<file path="src/rtl/ads1256_sampler.sv">
// ADS1256 RDATA sequencer driving a byte-wide SPI core; owns chip select and assembles 24-bit samples.
// Frame = CS_SETUP + cmd byte + T6_CYCLES + 3 read bytes + CS_HOLD; sample_valid_o pulses 1 cycle after the 3rd byte.
module ads1256_sampler #(
  parameter int T6_CYCLES = 700,
  parameter int CS_SETUP  = 4,
  parameter int CS_HOLD   = 4
) (
  input  logic        clock_i,
  input  logic        reset_i,
  input  logic        enable_i,
  input  logic        start_i,
  input  logic        drdy_n_i,
  output logic        spi_start_o,
  output logic [7:0]  spi_tx_o,
  input  logic [7:0]  spi_rx_i,
  input  logic        spi_done_i,
  output logic        cs_n_o,
  output logic [23:0] sample_o,
  output logic        sample_valid_o,
  output logic        busy_o
);

  localparam int CW = $clog2(T6_CYCLES + CS_SETUP + CS_HOLD + 1);
  localparam logic [CW-1:0] CNT_ONE    = CW'(1);
  localparam logic [CW-1:0] SETUP_LAST = CW'(CS_SETUP - 1);
  localparam logic [CW-1:0] T6_LAST    = CW'(T6_CYCLES - 1);
  localparam logic [CW-1:0] HOLD_LAST  = CW'(CS_HOLD - 1);

  typedef enum logic [2:0] {
    IDLE, WAIT_DRDY, CS_SET, CMD_WAIT, T6, RD_WAIT, HOLD
  } state_t;

  state_t        state, state_nxt;
  logic [CW-1:0] cnt, cnt_nxt;
  logic [1:0]    k, k_nxt;
  logic [15:0]   shift, shift_nxt;
  logic          pending, pending_nxt;
  logic          start_nxt, cs_n_nxt, busy_nxt, valid_nxt;
  logic [7:0]    tx_nxt;
  logic [23:0]   sample_nxt;
  logic          drdy_meta, drdy_s, armed;

  // armed blocks a second read of the same conversion while DRDY stays low
  always_ff @(posedge clock_i or posedge reset_i) begin
    if (reset_i) begin
      drdy_meta <= 1'b1;
      drdy_s    <= 1'b1;
      armed     <= 1'b1;
    end else begin
      drdy_meta <= drdy_n_i;
      drdy_s    <= drdy_meta;
      if (sample_valid_o)
        armed <= 1'b0;
      else if (drdy_s)
        armed <= 1'b1;
    end
  end

  always_ff @(posedge clock_i or posedge reset_i) begin
    if (reset_i) begin
      state          <= IDLE;
      cnt            <= '0;
      k              <= 2'd0;
      shift          <= 16'h0000;
      pending        <= 1'b0;
      spi_start_o    <= 1'b0;
      spi_tx_o       <= 8'h00;
      cs_n_o         <= 1'b1;
      busy_o         <= 1'b0;
      sample_o       <= 24'h000000;
      sample_valid_o <= 1'b0;
    end else begin
      state          <= state_nxt;
      cnt            <= cnt_nxt;
      k              <= k_nxt;
      shift          <= shift_nxt;
      pending        <= pending_nxt;
      spi_start_o    <= start_nxt;
      spi_tx_o       <= tx_nxt;
      cs_n_o         <= cs_n_nxt;
      busy_o         <= busy_nxt;
      sample_o       <= sample_nxt;
      sample_valid_o <= valid_nxt;
    end
  end

  // T6 and HOLD are timed from a spi_done_i cycle, so their counters start at 1
  always_comb begin
    state_nxt   = state;
    cnt_nxt     = cnt;
    k_nxt       = k;
    shift_nxt   = shift;
    pending_nxt = pending;
    start_nxt   = 1'b0;
    tx_nxt      = spi_tx_o;
    cs_n_nxt    = cs_n_o;
    busy_nxt    = busy_o;
    sample_nxt  = sample_o;
    valid_nxt   = 1'b0;

    case (state)
      IDLE: begin
        if (enable_i || start_i) begin
          state_nxt   = WAIT_DRDY;
          pending_nxt = start_i;
        end
      end
      WAIT_DRDY: begin
        if (start_i)
          pending_nxt = 1'b1;
        if (!drdy_s && armed) begin
          state_nxt = CS_SET;
          cnt_nxt   = '0;
          cs_n_nxt  = 1'b0;
          busy_nxt  = 1'b1;
        end else if (!enable_i && !pending && !start_i) begin
          state_nxt = IDLE;
        end
      end
      CS_SET: begin
        if (cnt == SETUP_LAST) begin
          state_nxt = CMD_WAIT;
          start_nxt = 1'b1;
          tx_nxt    = 8'h01;
        end else begin
          cnt_nxt = cnt + CNT_ONE;
        end
      end
      CMD_WAIT: begin
        if (spi_done_i) begin
          state_nxt = T6;
          cnt_nxt   = CNT_ONE;
        end
      end
      T6: begin
        if (cnt == T6_LAST) begin
          state_nxt = RD_WAIT;
          start_nxt = 1'b1;
          tx_nxt    = 8'h00;
          k_nxt     = 2'd0;
        end else begin
          cnt_nxt = cnt + CNT_ONE;
        end
      end
      RD_WAIT: begin
        if (spi_done_i) begin
          shift_nxt = {shift[7:0], spi_rx_i};
          if (k == 2'd2) begin
            state_nxt  = HOLD;
            cnt_nxt    = CNT_ONE;
            sample_nxt = {shift, spi_rx_i};
            valid_nxt  = 1'b1;
          end else begin
            k_nxt     = k + 2'd1;
            start_nxt = 1'b1;
          end
        end
      end
      HOLD: begin
        if (cnt == HOLD_LAST) begin
          cs_n_nxt    = 1'b1;
          busy_nxt    = 1'b0;
          pending_nxt = 1'b0;
          state_nxt   = enable_i ? WAIT_DRDY : IDLE;
        end else begin
          cnt_nxt = cnt + CNT_ONE;
        end
      end
      default: state_nxt = IDLE;
    endcase
  end

endmodule
</file>
<file path="config.mk">
export PLATFORM = sky130hd
export DESIGN_NAME = ads1256_sampler
export DESIGN_NICKNAME = d
export VERILOG_FILES = /design/src/rtl/ads1256_sampler.sv
export SDC_FILE = /design/constraint.sdc
export NUM_CORES = 1
export LEC_CHECK = 0
export ABC_AREA = 0
export ABC_CLOCK_PERIOD_IN_PS = 2900
export CORE_UTILIZATION = 56
export DETAILED_ROUTE_END_ITERATION = 12
export GPL_TIMING_DRIVEN = 0
export PLACE_DENSITY = 0.85
export SYNTH_ARGS = -nofsm -noshare
export SYNTH_HDL_FRONTEND = slang
export SYNTH_SLANG_ARGS = --single-unit
</file>
<file path="constraint.sdc">
create_clock -name clock_i -period 2.9 [get_ports clock_i]
set_clock_uncertainty 0.2 [all_clocks]
set_input_delay 0.29 -clock clock_i [delete_from_list [all_inputs] [get_ports clock_i]]
set_output_delay 0.29 -clock clock_i [all_outputs]
set_load 0.01 [all_outputs]
</file>
[Word level (Yosys, flattened, before mapping)]
Cells that the tools add are included.
Operators by class
  add/sub/neg operators: 2
  equal/unequal tests: 22
  multiplexer cells: 44
  reductions and logical operators: 24
Operator list (count)
  two-way mux 10 bit: 6
  case mux 10 bit (5 select lines): 1
  two-way mux 3 bit: 9
  != test 2 bit, second input constant: 12
  case mux 3 bit (7 select lines): 1
  two-way mux 1 bit: 16
  two-way mux 8 bit: 2
  case mux 8 bit (2 select lines): 1
  adder 10 x 1 -> 10 bit, second input constant: 1
  == test 10 bit, second input constant: 1
  == test 10 x 2 -> 1 bit, second input constant: 1
  == test 3 bit, second input constant: 3
  AND reduction 3 bit: 3
  AND reduction 4 bit: 2
  AND reduction 8 bit: 1
  nonzero test 2 bit: 4
  AND reduction 7 bit: 1
  == test 3 x 2 -> 1 bit, second input constant: 2
  two-way mux 2 bit: 3
  case mux 1 bit (3 select lines): 2
  nonzero test 5 bit: 1
  logical NOT 1 bit: 4
  case mux 1 bit (2 select lines): 2
  case mux 2 bit (2 select lines): 1
  other kinds (10): 12
Storage, ports and cells
  flip-flop bits (word level): 71
  bits of input ports: 14
  output and inout port bits: 36
  logic and storage cells: 106

[Logic depth before layout (Yosys ltp)]
  depth in word-level cells: 6
  mapped depth: 7
  mapped depth without buffers: 7

[Worst setup path before layout]
No wires, ideal clock.
  kind: register to register
  start point: register cnt[7]
  end point: register cnt[0]
  setup time: 125 ps
  arrival: 1630 ps
  required time: 2575 ps
  setup slack: 945 ps
  stages on the path, launching flop included: 6
  buffers on the path: 0
  clock period less this slack: 1955 ps
  cell sequence: dfrtp_1 or4b_4 nor3_4 o21a_4 nor2_4 mux2_4
On the way
  longest elaborated chain between the ends: 3
  elaborated cells on any way between the ends: 5
  those cells by class: eq/ne: 4; reduce/logical: 1
Ends and longest elaborated chain
  from (decl): RTL line 34  | logic [CW-1:0] cnt, cnt_nxt;
  from (signal assigned): RTL line 74  | cnt <= cnt_nxt;
  == test 10 bit or == test 10 x 2 -> 1 bit (tied branches): RTL line 136, 121, 160
  != test 2 bit (no line)
  AND reduction 7 bit (no line) (*)
Every way passes the cells marked *; elsewhere a longest branch is shown, timed or not.
A chain may end at the register's enable or synchronous reset.

[Worst setup path after layout]
  start point: register cnt[0]
  end point: register cnt[0]
On the way
  longest elaborated chain between the ends: 3
  elaborated cells on any way between the ends: 9
  those cells by class: add/sub: 1; eq/ne: 4; mux: 3; reduce/logical: 1
Ends and longest elaborated chain (RTL line)
  adder 10 x 1 -> 10 bit, or another cell as far along: 126, 142, 166
  two-way mux 10 bit, or another cell as far along: 121, 160
  case mux 10 bit (5 select lines) or AND reduction 7 bit (tied branches)
Parallel ways exist; a longest one is shown, timed or not. The select of a mux whose other input is x is not followed.

==> flow_summary_export.csv <==
group,metric,value,unit
critical_path,setup.worst_path.end_class,"flop",
critical_path,arrival,2.18,ns
critical_path,worstSetupStartpointType,"flop",
timing,fin_crit_sh,74.18,%
critical_path,r2r-start,"cnt[0]",
timing,finalCriticalPeriod,2.151,ns
critical_path,worst_ep_required_time,2.93,ns
routing,drc,0,
clock_network,path_clk_slew,0.07,ns
finish,area_growth,24.77,%
power,leakage,1.574,nW
finish,insertedDiodeCount,0,
critical_path,reg2reg_to,"cnt[0]",
clock_network,clock_path_buffers,2,
routing,wl,5.587,mm
power,power.density,1010,nW/um2
routing,vias,2002,
routing,drtAntennaViolNets,0,
timing,worst_slew_pin_slew,0.6441,ns
logic_synthesis,async_flop_share,100.0,%
run_status,status,"finished, final reports clean",
timing,fmax,464.9,MHz
timing,whs,0.1585,ns
clock_network,cts_buffers,9,
floorplan,boundaryPins,50,
clock_network,insertion_delay,0.34,ns
worst_hold_path,holdCritPathClass,"in2async",
clock_network,cts_sinks,64,
routing,viasPerCell,5.485,
finish,drive_above_1_share,28.19,%
grt,track_usage,24.00,%
routing,post_drt_wl_per_cell,15.31,um
place,port_buffers,41,
clock_network,cts_hold_buf,0,
logic_synthesis,seq_area_frac_synth,56.19,%
finish,fill_cells,358,
floorplan,die_h,73.45,um
logic_synthesis,synth_ff_type,"dfrtp_1",
critical_path,worstSetupPathType,"reg2reg",
floorplan,core-area,4817,um2
timing,hold_viol_final,0,
grt,grt_pass1_wl,9.335,mm
floorplan,initial_utilization,59.35,%
logic_synthesis,netlist_area,2859,um2
critical_path,crit_fanout,8,
finish,final_common_cell,"dfrtp_1",
power,ir_drop,0.0007285,V
critical_path,reg2reg_depth,6,
logic_synthesis,ys_ff_latch,64,
clock_network,cts_tree,"done",
grt,antenna_found_initial,0,
floorplan,fp.dieW,73.45,um
logic_synthesis,yosysUniqueCellTypes,46,
timing,drv_slew,0,
clock_network,cts-root-buf,"clkbuf_8",
clock_network,cts_resized,0,
routing,drt_pass1_iterations,4,
critical_path,crit_path_end,"cnt[0]",
logic_synthesis,syn_area_per_cell,12.22,um2
floorplan,dieArea,5395,um2
timing,finalSetupViolCount,0,
place,gp_congestion,0.8210,
timing,rsz0062_at_grt,"no",
floorplan,rows,25,
logic_synthesis,synth_warnings,0,
finish,fin_util,74.05,%
clock_network,htree_num_levels,3,
timing,slew_headroom,57.00,%
finish,final_cell_mix,"dfrtp_1 (60), mux2_2 (41), clkdlybuf4s50_1 (41), nand2_1 (17)",
grt,grt_max_degree,36,
logic_synthesis,synth-edff-count,0,
clock_network,cts_setup_buffers,0,
critical_path,r2r_slack,0.75,ns
timing,setup_tns,0,ns
grt,overflow,0,
place,dp_hpwl,3.839,mm
logic_synthesis,netlist_instances,234,
routing,first_iter_violations,176,
grt,grt_pass1_vias,1981,
finish,final_nets,309,
job,drv_cap,0,
critical_path,startpoint,"cnt[0]",
critical path, cell delays in order, from the launching register on:
cell     delay (ns)
dfrtp_1        0.44
ha_1           0.24
or2b_1         0.30
nor4_4         0.25
o21a_4         0.23
nor2_4         0.08
mux2_4         0.29
cells in the mapped netlist (all sizes together), types with 4 or more instances:
cell type  instances  area (um2)
nand2             17       63.81
buf               13       85.08
a31oi              8       50.05
o21ai             11       55.05
a21oi              7       35.03
nor3               6       46.30
dfrtp             60        1501
inv                8       30.03
nor2              13       58.81
dfstp              4       105.1
mux2              42       476.7
nand3              9       50.05
per-stage QoR:
| stage | total power [mW] | worst slack, ns | instances | instance area (um2) |
|---|---|---|---|---|
| after floorplan | 2.353 | 0.8185 | 240 | 2882 |
| after global placement | 2.871 | -0.2461 | 348 | 3376 |
| after detailed placement | 2.932 | 0.7639 | 349 | 3396 |
| after CTS | 3.618 | 0.7529 | 365 | 3567 |
| after global routing | 3.833 | 0.6579 | 365 | 3567 |
| final | 3.601 | 0.7489 | 365 | 3567 |
flip-flops by register name (all words and copies together), names as in the netlist, 2 cells and up:
name	count
shift	16
sample_o	24
k	2
cnt	10
state	3
cells by family after synthesis:
| kind of cell | after synthesis | synth area share [%] |
|---|---|---|
| adder cells (fa/ha/maj) | 2 | 0.8751 |
| multiplexers | 42 | 16.67 |
| AND/OR/NAND/NOR | 60 | 12.12 |
| AO/OA/AOI/OAI | 42 | 9.715 |
| buffers and inverters | 23 | 4.289 |
| flip-flops | 64 | 56.19 |
| other | 1 | 0.1312 |
layout make-up:
type / instances / area (um2) / area share, %
multi-input cells: 153 / 1152 / 32.30
clock buffers: 15 / 166.4 / 4.665
well taps: 67 / 83.83 / 2.350
repair buffers: 42 / 430.4 / 12.07
clock inverters: 1 / 5.005 / 0.1403
inverters: 8 / 30.03 / 0.8418
plain buffers: 15 / 92.59 / 2.596
flip-flops and latches: 64 / 1607 / 45.04
routing by layer:
metal / wire length [um] / GRT usage [%] / up-vias / share of wire, %
met2: 2668 / 37.51 / 63 / 48
met5: 0 / 0 / - / 0
li1: - / - / 942 / -
met3: 324 / 7.133 / 14 / 5.8
met4: 160 / 13.89 / 0 / 2.9
met1: 2433 / 29.65 / 983 / 44
worst min path at each step:
stage | start | end | depth (start not counted)
after floorplan | drdy_n_i | drdy_meta | 0
after global placement | drdy_meta | drdy_s | 0
after detailed placement | drdy_meta | drdy_s | 0
after CTS | drdy_n_i | drdy_meta | 1
after global routing | drdy_n_i | drdy_meta | 1
final | reset_i | sample_o[21] | 2
power breakdown:
part           switching, mW  total (mW)  leakage, nW  internal [mW]
clock network          0.321       0.679       0.0877          0.357
registers              0.217        1.47        0.800           1.25
logic                  0.657        1.45        0.687          0.793
Note: power is estimated with default switching activity, not from simulation.
